`src/rtl/fir_pkg.sv`:
```
// Shared types and constants for the FIR control sequencer and its helpers.
package fir_pkg;

    typedef enum logic [2:0] {
        IDLE    = 3'd0,
        CLEAR   = 3'd1,
        WAIT_IN = 3'd2,
        MAC     = 3'd3,
        DRAIN   = 3'd4,
        OUT     = 3'd5,
        DONE    = 3'd6
    } fir_state_e;

    localparam logic [3:0] BYTE_EN_ALL = 4'hF;
    localparam int         WORD_SHIFT  = 2;

endpackage

```
`src/rtl/fir_ring_addr.sv`:
```
// Mod-N ring arithmetic for the data-RAM circular buffer: pointer advance
// and the (wptr - k) mod N read index used while walking the taps.
module fir_ring_addr #(
    parameter int N     = 11,
    parameter int IDX_W = 4
) (
    input  logic [IDX_W-1:0] wptr,
    input  logic [IDX_W-1:0] k,
    output logic [IDX_W-1:0] wptr_inc,
    output logic [IDX_W-1:0] rd_idx
);

    localparam logic [IDX_W-1:0] LAST = IDX_W'(N - 1);
    localparam logic [IDX_W-1:0] N_W  = IDX_W'(N);

    // Underflow is corrected by adding N; the true result is always below N,
    // so modular IDX_W-bit arithmetic yields it exactly.
    always_comb begin
        wptr_inc = (wptr == LAST) ? '0 : wptr + 1'b1;
        rd_idx   = (wptr >= k) ? (wptr - k) : (wptr - k + N_W);
    end

endmodule

```
`src/rtl/fir_sched.sv`:
```
// Control sequencer for the FIR engine: owns the tap/data BRAM ports, the
// circular write pointer and the accept -> MAC -> output phase sequencing.
module fir_sched
    import fir_pkg::*;
#(
    parameter int pADDR_WIDTH = 12,
    parameter int pDATA_WIDTH = 32,
    parameter int Tape_Num    = 11
) (
    input  logic                     axis_clk,
    input  logic                     axis_rst,
    input  logic                     ap_start,
    output logic                     ap_start_ack,
    output logic                     ap_idle,
    output logic                     ap_done,
    input  logic                     cfg_tap_req,
    input  logic                     cfg_tap_we,
    input  logic [pADDR_WIDTH-1:0]   cfg_tap_addr,
    output logic                     cfg_tap_gnt,
    output logic                     tap_EN,
    output logic [pDATA_WIDTH/8-1:0] tap_WE,
    output logic [pADDR_WIDTH-1:0]   tap_A,
    output logic                     data_EN,
    output logic [pDATA_WIDTH/8-1:0] data_WE,
    output logic [pADDR_WIDTH-1:0]   data_A,
    output logic                     data_zero,
    input  logic                     ss_tvalid,
    input  logic                     ss_tlast,
    output logic                     ss_tready,
    output logic                     mac_en,
    output logic                     mac_clr,
    output logic                     sm_tvalid,
    input  logic                     sm_tready,
    output logic                     sm_tlast,
    output fir_state_e               dbg_state
);

    localparam int                   IDX_W  = $clog2(Tape_Num);
    localparam int                   WE_W   = pDATA_WIDTH / 8;
    localparam logic [WE_W-1:0]      WE_ALL = WE_W'(BYTE_EN_ALL);
    localparam logic [IDX_W-1:0]     K_LAST = IDX_W'(Tape_Num - 1);

    fir_state_e       state, state_n;
    logic [IDX_W-1:0] k, k_n;
    logic [IDX_W-1:0] wptr, wptr_n;
    logic [IDX_W-1:0] wptr_inc, rd_idx;
    logic             last_q, last_load;

    function automatic logic [pADDR_WIDTH-1:0] to_byte(input logic [IDX_W-1:0] idx);
        return pADDR_WIDTH'(idx) << WORD_SHIFT;
    endfunction

    fir_ring_addr #(
        .N     (Tape_Num),
        .IDX_W (IDX_W)
    ) u_ring (
        .wptr     (wptr),
        .k        (k),
        .wptr_inc (wptr_inc),
        .rd_idx   (rd_idx)
    );

    always_ff @(posedge axis_clk) begin
        if (axis_rst) begin
            state  <= IDLE;
            k      <= '0;
            wptr   <= '0;
            last_q <= 1'b0;
        end else begin
            state <= state_n;
            k     <= k_n;
            wptr  <= wptr_n;
            if (last_load) begin
                last_q <= ss_tlast;
            end
        end
    end

    always_comb begin
        state_n      = state;
        k_n          = k;
        wptr_n       = wptr;
        last_load    = 1'b0;
        ap_start_ack = 1'b0;
        ap_idle      = 1'b0;
        ap_done      = 1'b0;
        cfg_tap_gnt  = 1'b0;
        tap_EN       = 1'b0;
        tap_WE       = '0;
        tap_A        = '0;
        data_EN      = 1'b0;
        data_WE      = '0;
        data_A       = '0;
        data_zero    = 1'b0;
        ss_tready    = 1'b0;
        mac_en       = 1'b0;
        mac_clr      = 1'b0;
        sm_tvalid    = 1'b0;
        sm_tlast     = 1'b0;

        // Outputs read as idle while reset is held, whatever the current state.
        if (axis_rst) begin
            ap_idle = 1'b1;
        end else begin
            case (state)
                IDLE: begin
                    ap_idle = 1'b1;
                    if (ap_start && !cfg_tap_req) begin
                        ap_start_ack = 1'b1;
                        k_n          = '0;
                        state_n      = CLEAR;
                    end
                end
                CLEAR: begin
                    data_EN   = 1'b1;
                    data_WE   = WE_ALL;
                    data_A    = to_byte(k);
                    data_zero = 1'b1;
                    if (k == K_LAST) begin
                        k_n     = '0;
                        wptr_n  = '0;
                        state_n = WAIT_IN;
                    end else begin
                        k_n = k + 1'b1;
                    end
                end
                WAIT_IN: begin
                    ss_tready = 1'b1;
                    if (ss_tvalid) begin
                        data_EN   = 1'b1;
                        data_WE   = WE_ALL;
                        data_A    = to_byte(wptr);
                        last_load = 1'b1;
                        k_n       = '0;
                        state_n   = MAC;
                    end
                end
                MAC: begin
                    // BRAM read latency puts each product one cycle behind its address.
                    tap_EN  = 1'b1;
                    data_EN = 1'b1;
                    tap_A   = to_byte(k);
                    data_A  = to_byte(rd_idx);
                    mac_en  = (k != '0);
                    mac_clr = (k == IDX_W'(1));
                    if (k == K_LAST) begin
                        k_n     = '0;
                        state_n = DRAIN;
                    end else begin
                        k_n = k + 1'b1;
                    end
                end
                DRAIN: begin
                    mac_en  = 1'b1;
                    state_n = OUT;
                end
                OUT: begin
                    sm_tvalid = 1'b1;
                    sm_tlast  = last_q;
                    if (sm_tready) begin
                        wptr_n  = wptr_inc;
                        state_n = last_q ? DONE : WAIT_IN;
                    end
                end
                DONE: begin
                    ap_done = 1'b1;
                    ap_idle = 1'b1;
                    state_n = IDLE;
                end
                default: begin
                    k_n     = '0;
                    state_n = IDLE;
                end
            endcase

            if ((state == IDLE || state == DONE) && cfg_tap_req) begin
                cfg_tap_gnt = 1'b1;
                tap_EN      = 1'b1;
                tap_A       = cfg_tap_addr;
                tap_WE      = cfg_tap_we ? WE_ALL : '0;
            end
        end
    end

    assign dbg_state = state;

endmodule
```
`config.mk`:
```
export PLATFORM = sky130hd
export DESIGN_NAME = fir_sched
export DESIGN_NICKNAME = d
export VERILOG_FILES = /design/src/rtl/fir_pkg.sv /design/src/rtl/fir_ring_addr.sv /design/src/rtl/fir_sched.sv
export SDC_FILE = /design/constraint.sdc
export NUM_CORES = 1
export LEC_CHECK = 0
export ABC_AREA = 1
export CORE_MARGIN = 1.5
export CORE_UTILIZATION = 35
export CTS_BUF_LIST = sky130_fd_sc_hd__clkbuf_8 sky130_fd_sc_hd__clkbuf_16
export DETAILED_ROUTE_END_ITERATION = 12
export GPL_TIMING_DRIVEN = 0
export PLACE_DENSITY = 0.71
export SLEW_MARGIN = 15
export SYNTH_ARGS = -nofsm -noshare
export SYNTH_HDL_FRONTEND = slang
export SYNTH_SLANG_ARGS = --single-unit
export TNS_END_PERCENT = 50
```
`constraint.sdc`:
```
create_clock -name axis_clk -period 4.3 [get_ports axis_clk]
set_input_delay 0.86 -clock axis_clk [delete_from_list [all_inputs] [get_ports axis_clk]]
set_output_delay 0.86 -clock axis_clk [all_outputs]
set_load 0.1 [all_outputs]
```
# After elaboration in Yosys (flattened, before gate mapping)
# Cells that the tools add are included.
[totals]
output_inout_bits = 47
ff_bits = 12
word_cells = 94
[op_classes]
magnitude_cmp = 1
reduce_logical = 13
n_mux = 57
add_sub_neg = 4
n_eq_ne = 14
n_bitwise = 1
[ops]
columns = ["op", "count"]
rows = [
  ["$mux 4", 12],
  ["$mux 1", 27],
  ["$mux 12", 2],
  ["$mux 3", 6],
  ["$mux 6", 3],
  ["$pmux 3 s6", 1],
  ["$pmux 6 s3", 1],
  ["$pmux 4 s2", 2],
  ["$pmux 4 s4", 1],
  ["$ne 2x2->1 const B", 5],
  ["$eq 3x3->1 const B", 3],
  ["$add 4x1->4 const B", 2],
  ["$eq 4x4->1 const B", 2],
  ["$eq 3x2->1 const B", 2],
  ["$reduce_and 3->1", 2],
  ["$reduce_and 5->1", 1],
  ["$add 4x4->4 const B", 1],
  ["$eq 4x1->1 const B", 1],
  ["$ge 4x4->1", 1],
  ["$pmux 1 s2", 2],
  ["$reduce_bool 4->1", 1],
  ["$reduce_or 2->1", 2],
  ["$sub 4x4->4", 1],
  ["$eq 3x1->1 const B", 1],
  ["other kinds (7)", 8],
]

# Longest topological paths before layout
[logic_depth]
depth_word = 5
depth_mapped = 12

# Hierarchy
# From an unflattened synthesis, not the netlist that was laid out.
[hier_totals]
hier_cells = 246
area_unflattened_um2 = 1590.3
[by_module_without_submodules]
columns = ["mod", "area_per_inst_um2", "n_inst", "cells_per_inst"]
rows = [
  ["fir_sched", 1222.4, 1, 187],
  ["fir_ring_addr", 367.9, 1, 59],
]

# Worst setup path after synthesis
# No wires, ideal clock.
[synth_path]
kind = "input-to-output"
start = "input port axis_rst"
end = "output port ap_start_ack"
path_slack_ns = -0.468
arrival_ns = 3.908
stages = 2
n_path_buf = 1
required_time_ns = 3.440
path_cell_list = "buf_4 nor4_1"
[synth_between]
elab_chain_len = 1
[synth_lines]
columns = ["element", "line", "rtl"]
rows = [
  ["start, declared", "fir_sched.sv:11", "input logic axis_rst,"],
  ["$mux 1", "fir_sched.sv:102", "if (axis_rst) begin"],
  ["end, declared", "fir_sched.sv:13", "output logic ap_start_ack,"],
]
# No other way between the ends.

# Final worst setup path
[layout_path]
start = "register wptr[0]"
end = "output port data_A[3]"
[layout_between]
elab_chain_len = 5
[layout_lines]
columns = ["element", "line", "rtl"]
rows = [
  ["start, declared", "fir_sched.sv:45", "logic [IDX_W-1:0] wptr, wptr_n;"],
  ["start signal, assigned", "fir_sched.sv:72", "wptr <= wptr_n;"],
  ["$sub 4x4->4", "fir_ring_addr.sv:20", "rd_idx = (wptr >= k) ? (wptr - k) : (wptr - k + N_W);"],
  ["$add 4x4->4", "fir_ring_addr.sv:20", ""],
  ["$mux 4 (*)", "fir_ring_addr.sv:20", ""],
  ["$pmux 6 s3 (*)", "fir_sched.sv:105", "case (state)"],
  ["$mux 6 (*)", "fir_sched.sv:102", ""],
  ["end, declared", "fir_sched.sv:25", "output logic [pADDR_WIDTH-1:0] data_A,"],
]
# Every way passes the cells marked *; elsewhere a longest branch is shown, timed or not.

==> results_tabular.tex <==
\begin{tabular}{lr}
\hline
Metric & Value \\
\hline
\multicolumn{2}{l}{\textbf{Power and ir drop}} \\
\quad Static Leakage & 1.03 nW \\
\quad Peak supply drop & 0.352 mV \\
\quad Power density of the placed cells & 525 nW/um2 \\
\quad Final Power & roughly 1.1 mW \\
\multicolumn{2}{l}{\textbf{Logic synthesis}} \\
\quad Combined area of all synthesized cells & 1350 um2 \\
\quad Synthesized instance count & about 230 \\
\quad FF+latch count, synth & 12 \\
\quad Synth unique cells & 30 \\
\quad Sequential-to-total area share from yosys stat & 17.8\% \\
\quad Yosys warns & 0 \\
\quad Post-synthesis area per instance & 5.91 um2 \\
\multicolumn{2}{l}{\textbf{Placed design}} \\
\quad IO Port Bufs & 57 \\
\quad Placed cell area & about 2000 um2 \\
\quad Placer Congestion & 0.840 \\
\quad Worst Setup Slack post-DPL & between 90 and 100 ps \\
\quad HPWL after detailed placement & 2940 um \\
\multicolumn{2}{l}{\textbf{Setup path}} \\
\quad Cell mode on critical path & sky130\_fd\_sc\_hd\_\_inv\_1 \\
\quad Maximum single-stage delay on the critical path & 1150 ps \\
\quad Category of the worst setup path launch point & flop \\
\quad Cell chain of the critical path & inv\_1, ha\_1, inv\_1, fa\_1, inv\_1, ha\_1, nand2\_1, nand3\_1, a21oi\_1, clkdlybuf4s50\_1 \\
\quad Arrival @ worst endpoint & 3160 ps \\
\quad Data required, critical path & 3440 ps \\
\quad Gate family responsible for the most delay along the worst path & buffers and inverters \\
\quad Stages on the worst setup path & 10 \\
\quad Reg2Reg Depth & 6 \\
\quad Critical path endpoint category & primary output \\
\quad Worst setup path category & reg2out \\
\quad Slowest-stage cell, CP & sky130\_fd\_sc\_hd\_\_clkdlybuf4s50\_1 \\
\quad Maximum fanout along the worst path & 4 \\
\quad Buf/Inv on CP & 4 \\
\multicolumn{2}{l}{\textbf{STA}} \\
\quad Final-layout worst hold slack & 507 ps \\
\quad Number of max-slew violations in the final report & 0 \\
\quad Final Hold Fails & 0 \\
\quad Slack of the critical path & 276 ps \\
\quad Number of failing setup endpoints in the final timing report & 0 \\
\quad Maximum clock frequency & 248 MHz \\
\quad Unrepaired setup endpoints after global routing & false \\
\quad Worst slew margin relative to its limit & 34.6\% \\
\quad Final worst path period share & 93.6\% \\
\quad Clk\_skew & roughly 1.7 ps \\
\quad Actual transition at the worst max-transition pin & 977 ps \\
\quad Post-layout min period & 4020 ps \\
\multicolumn{2}{l}{\textbf{Floorplanning}} \\
\quad Placement row count & 22 \\
\quad Horizontal die dimension & 65.2 um \\
\quad DIE AREA & 4250 um2 \\
\quad Initial Util & between 30\% and 40\% \\
\quad I/O pin count & between 60 and 70 \\
\quad DIE HEIGHT & approximately 65 um \\
\quad Area of the core & 3690 um2 \\
\multicolumn{2}{l}{\textbf{Cells and area}} \\
\quad Share of post-route cells with drive strength above 1 & between 10\% and 20\% \\
\quad Antenna diode count & 0 \\
\quad Final design utilization & 56.3\% \\
\quad Most frequent cells in the layout & 53 x sky130\_fd\_sc\_hd\_\_nand2\_1, 53 x sky130\_fd\_sc\_hd\_\_clkdlybuf4s50\_1, 39 x sky130\_fd\_sc\_hd\_\_inv\_1, 25 x sky130\_fd\_sc\_hd\_\_nor2\_1, 20 x sky130\_fd\_sc\_hd\_\_nand3\_1 \\
\quad Post-route cell area & 2080 um2 \\
\quad Layout overhead on the synthesized area & 53.5\% \\
\quad Final layout net count & 326 \\
\multicolumn{2}{l}{\textbf{Detailed routing}} \\
\quad Remaining DRCs & 0 \\
\quad Number of detailed-routing iterations run before antenna repair & 4 \\
\quad Vias per std cell & 4.67 \\
\quad Total vias in the final route & 1,611 \\
\quad Count of routing violations after the opening detailed-route iteration & 52 \\
\quad M1 wire length & roughly 1700 um \\
\quad Total length of routed met2 wires & $\sim$1600 um \\
\quad Topmost layer with routed signal wires & met4 \\
\quad Met3 wire len & about 360 um \\
\quad Number of routed nets with antenna violations & 0 \\
\quad Post-Route WL & 3600 um \\
\quad Per-cell routed wire length & 10.4 um \\
\multicolumn{2}{l}{\textbf{Global route}} \\
\quad Total GRT Usage & between 10\% and 20\% \\
\quad Wire length of the first global-routing pass & 5870 um \\
\quad Via count of the first global-routing pass & 1,360 \\
\quad Final global-route overflow total & 0 \\
\quad Maximum number of pins on one net before global-route repair & 11 \\
\quad Antenna violations before repair & 0 \\
\multicolumn{2}{l}{\textbf{CTS}} \\
\quad Clock latency reported for the late side of the worst-skew pair & 240 ps \\
\quad Number of hold-repair buffers added at the cts stage & 0 \\
\quad CTS H-tree depth & 1 \\
\quad Buffer cell driving the clock tree root & sky130\_fd\_sc\_hd\_\_clkbuf\_8 \\
\quad Post-CTS Setup Bufs & 0 \\
\quad Clk slew on worst S/H paths & $\sim$50 ps \\
\quad Count of cells resized by post-cts repair & 0 \\
\quad TritonCTS clock tree & built \\
\quad Total clock sinks & 12 \\
\quad Inserted Clock Buffers & 3 \\
\quad Number of buffers on the longest clock path & 2 \\
\multicolumn{2}{l}{\textbf{Outcome}} \\
\quad Run status & finished clean \\
\multicolumn{2}{l}{\textbf{Worst hold path}} \\
\quad Hold Crit Depth & 2 \\
\quad Hold/Removal Path Class & reg2reg \\
\multicolumn{2}{l}{\textbf{Run}} \\
\quad Max-cap violations & 0 \\
\hline
\end{tabular}
[registers in the layout, summed over array words and instances (netlist names)]
signal and flops:
wptr 4, dbg_state 3, last_q 1, k 4
[layout make-up]
class                   count  area [um2]
fillers                   381        1610
multi-input cells         164         860
repair buffers             57         576
flip-flops and latches     12         240
inverters                  43         164
plain buffers              17         121
well taps                  48        60.1
clock buffers               4        55.1
[synth_stat cells]
cell,instances,area [um2]
sky130_fd_sc_hd__nor2_2,1,6.26
sky130_fd_sc_hd__xnor2_1,1,8.76
sky130_fd_sc_hd__nand3_1,20,100
sky130_fd_sc_hd__xor2_1,4,35.0
sky130_fd_sc_hd__nor2_4,2,22.5
sky130_fd_sc_hd__inv_4,1,6.26
sky130_fd_sc_hd__nand2_1,53,199
sky130_fd_sc_hd__nor4_1,1,6.26
sky130_fd_sc_hd__fa_1,1,20.0
sky130_fd_sc_hd__nor3_1,3,15.0
sky130_fd_sc_hd__conb_1,1,3.75
sky130_fd_sc_hd__a21oi_1,14,70.1
sky130_fd_sc_hd__nor2_1,25,93.8
sky130_fd_sc_hd__ha_1,7,87.6
sky130_fd_sc_hd__o21ai_2,1,8.76
sky130_fd_sc_hd__o21ai_0,7,35.0
sky130_fd_sc_hd__nand4_1,5,31.3
sky130_fd_sc_hd__buf_4,15,113
sky130_fd_sc_hd__o21bai_1,1,7.51
sky130_fd_sc_hd__inv_1,39,146
sky130_fd_sc_hd__inv_2,3,11.3
sky130_fd_sc_hd__dfxtp_1,12,240
sky130_fd_sc_hd__clkbuf_1,1,3.75
sky130_fd_sc_hd__a21boi_0,1,7.51
sky130_fd_sc_hd__buf_2,1,5.00
sky130_fd_sc_hd__o211ai_1,2,15.0
sky130_fd_sc_hd__nor3_2,1,10.0
sky130_fd_sc_hd__a31oi_2,1,12.5
sky130_fd_sc_hd__o22ai_1,4,25.0
sky130_fd_sc_hd__nand2_2,1,6.26
[layer usage]
metal,vias to the layer above,track usage [%]
met1,700,21.4
met4,0,4.95
met5,-,0
li1,841,-
met3,6,4.11
met2,64,28.6
[cell families (layout without fill, tap and decap cells)]
group	Yosys count	count (layout)	share of synthesized area [%]
xor+xnor	5	5	3.24
fa+ha+maj	8	8	7.96
other cells	1	8	0.277
flops	12	12	17.8
buf+inv	60	121	21.1
simple gates	112	112	36.3
compound gates	31	31	13.4
[path summary, 6_finish.rpt]
| kind | startpoint | to | slack (ps) |
|---|---|---|---|
| setup / recovery | wptr[0] | data_A[3] | 280 |
| hold / removal | last_q | last_q | 510 |
| setup reg to reg | k[0] | wptr[3] | 2850 |
| hold reg to reg | last_q | last_q | 510 |
[worst min-delay path: stages, from the launching register on]
cell	delay (ps)
sky130_fd_sc_hd__dfxtp_1	300
sky130_fd_sc_hd__nand2_1	80
sky130_fd_sc_hd__o21ai_0	70
[where the power goes]
group          total [mW]  switching (mW)  internal [mW]
Clock               0.124          0.0435         0.0810
Combinational       0.822           0.621          0.201
Sequential          0.143          0.0178          0.125
Total                1.09           0.682          0.407
[metrics by stage]
step | setup TNS [ps] | std cells
after floorplan | -3410 | 236
after global placement | 0 | 341
after detailed placement | 0 | 341
after CTS | 0 | 345
after global routing | 0 | 345
final | 0 | 345
No activity file was read; power rests on OpenSTA's default activity.
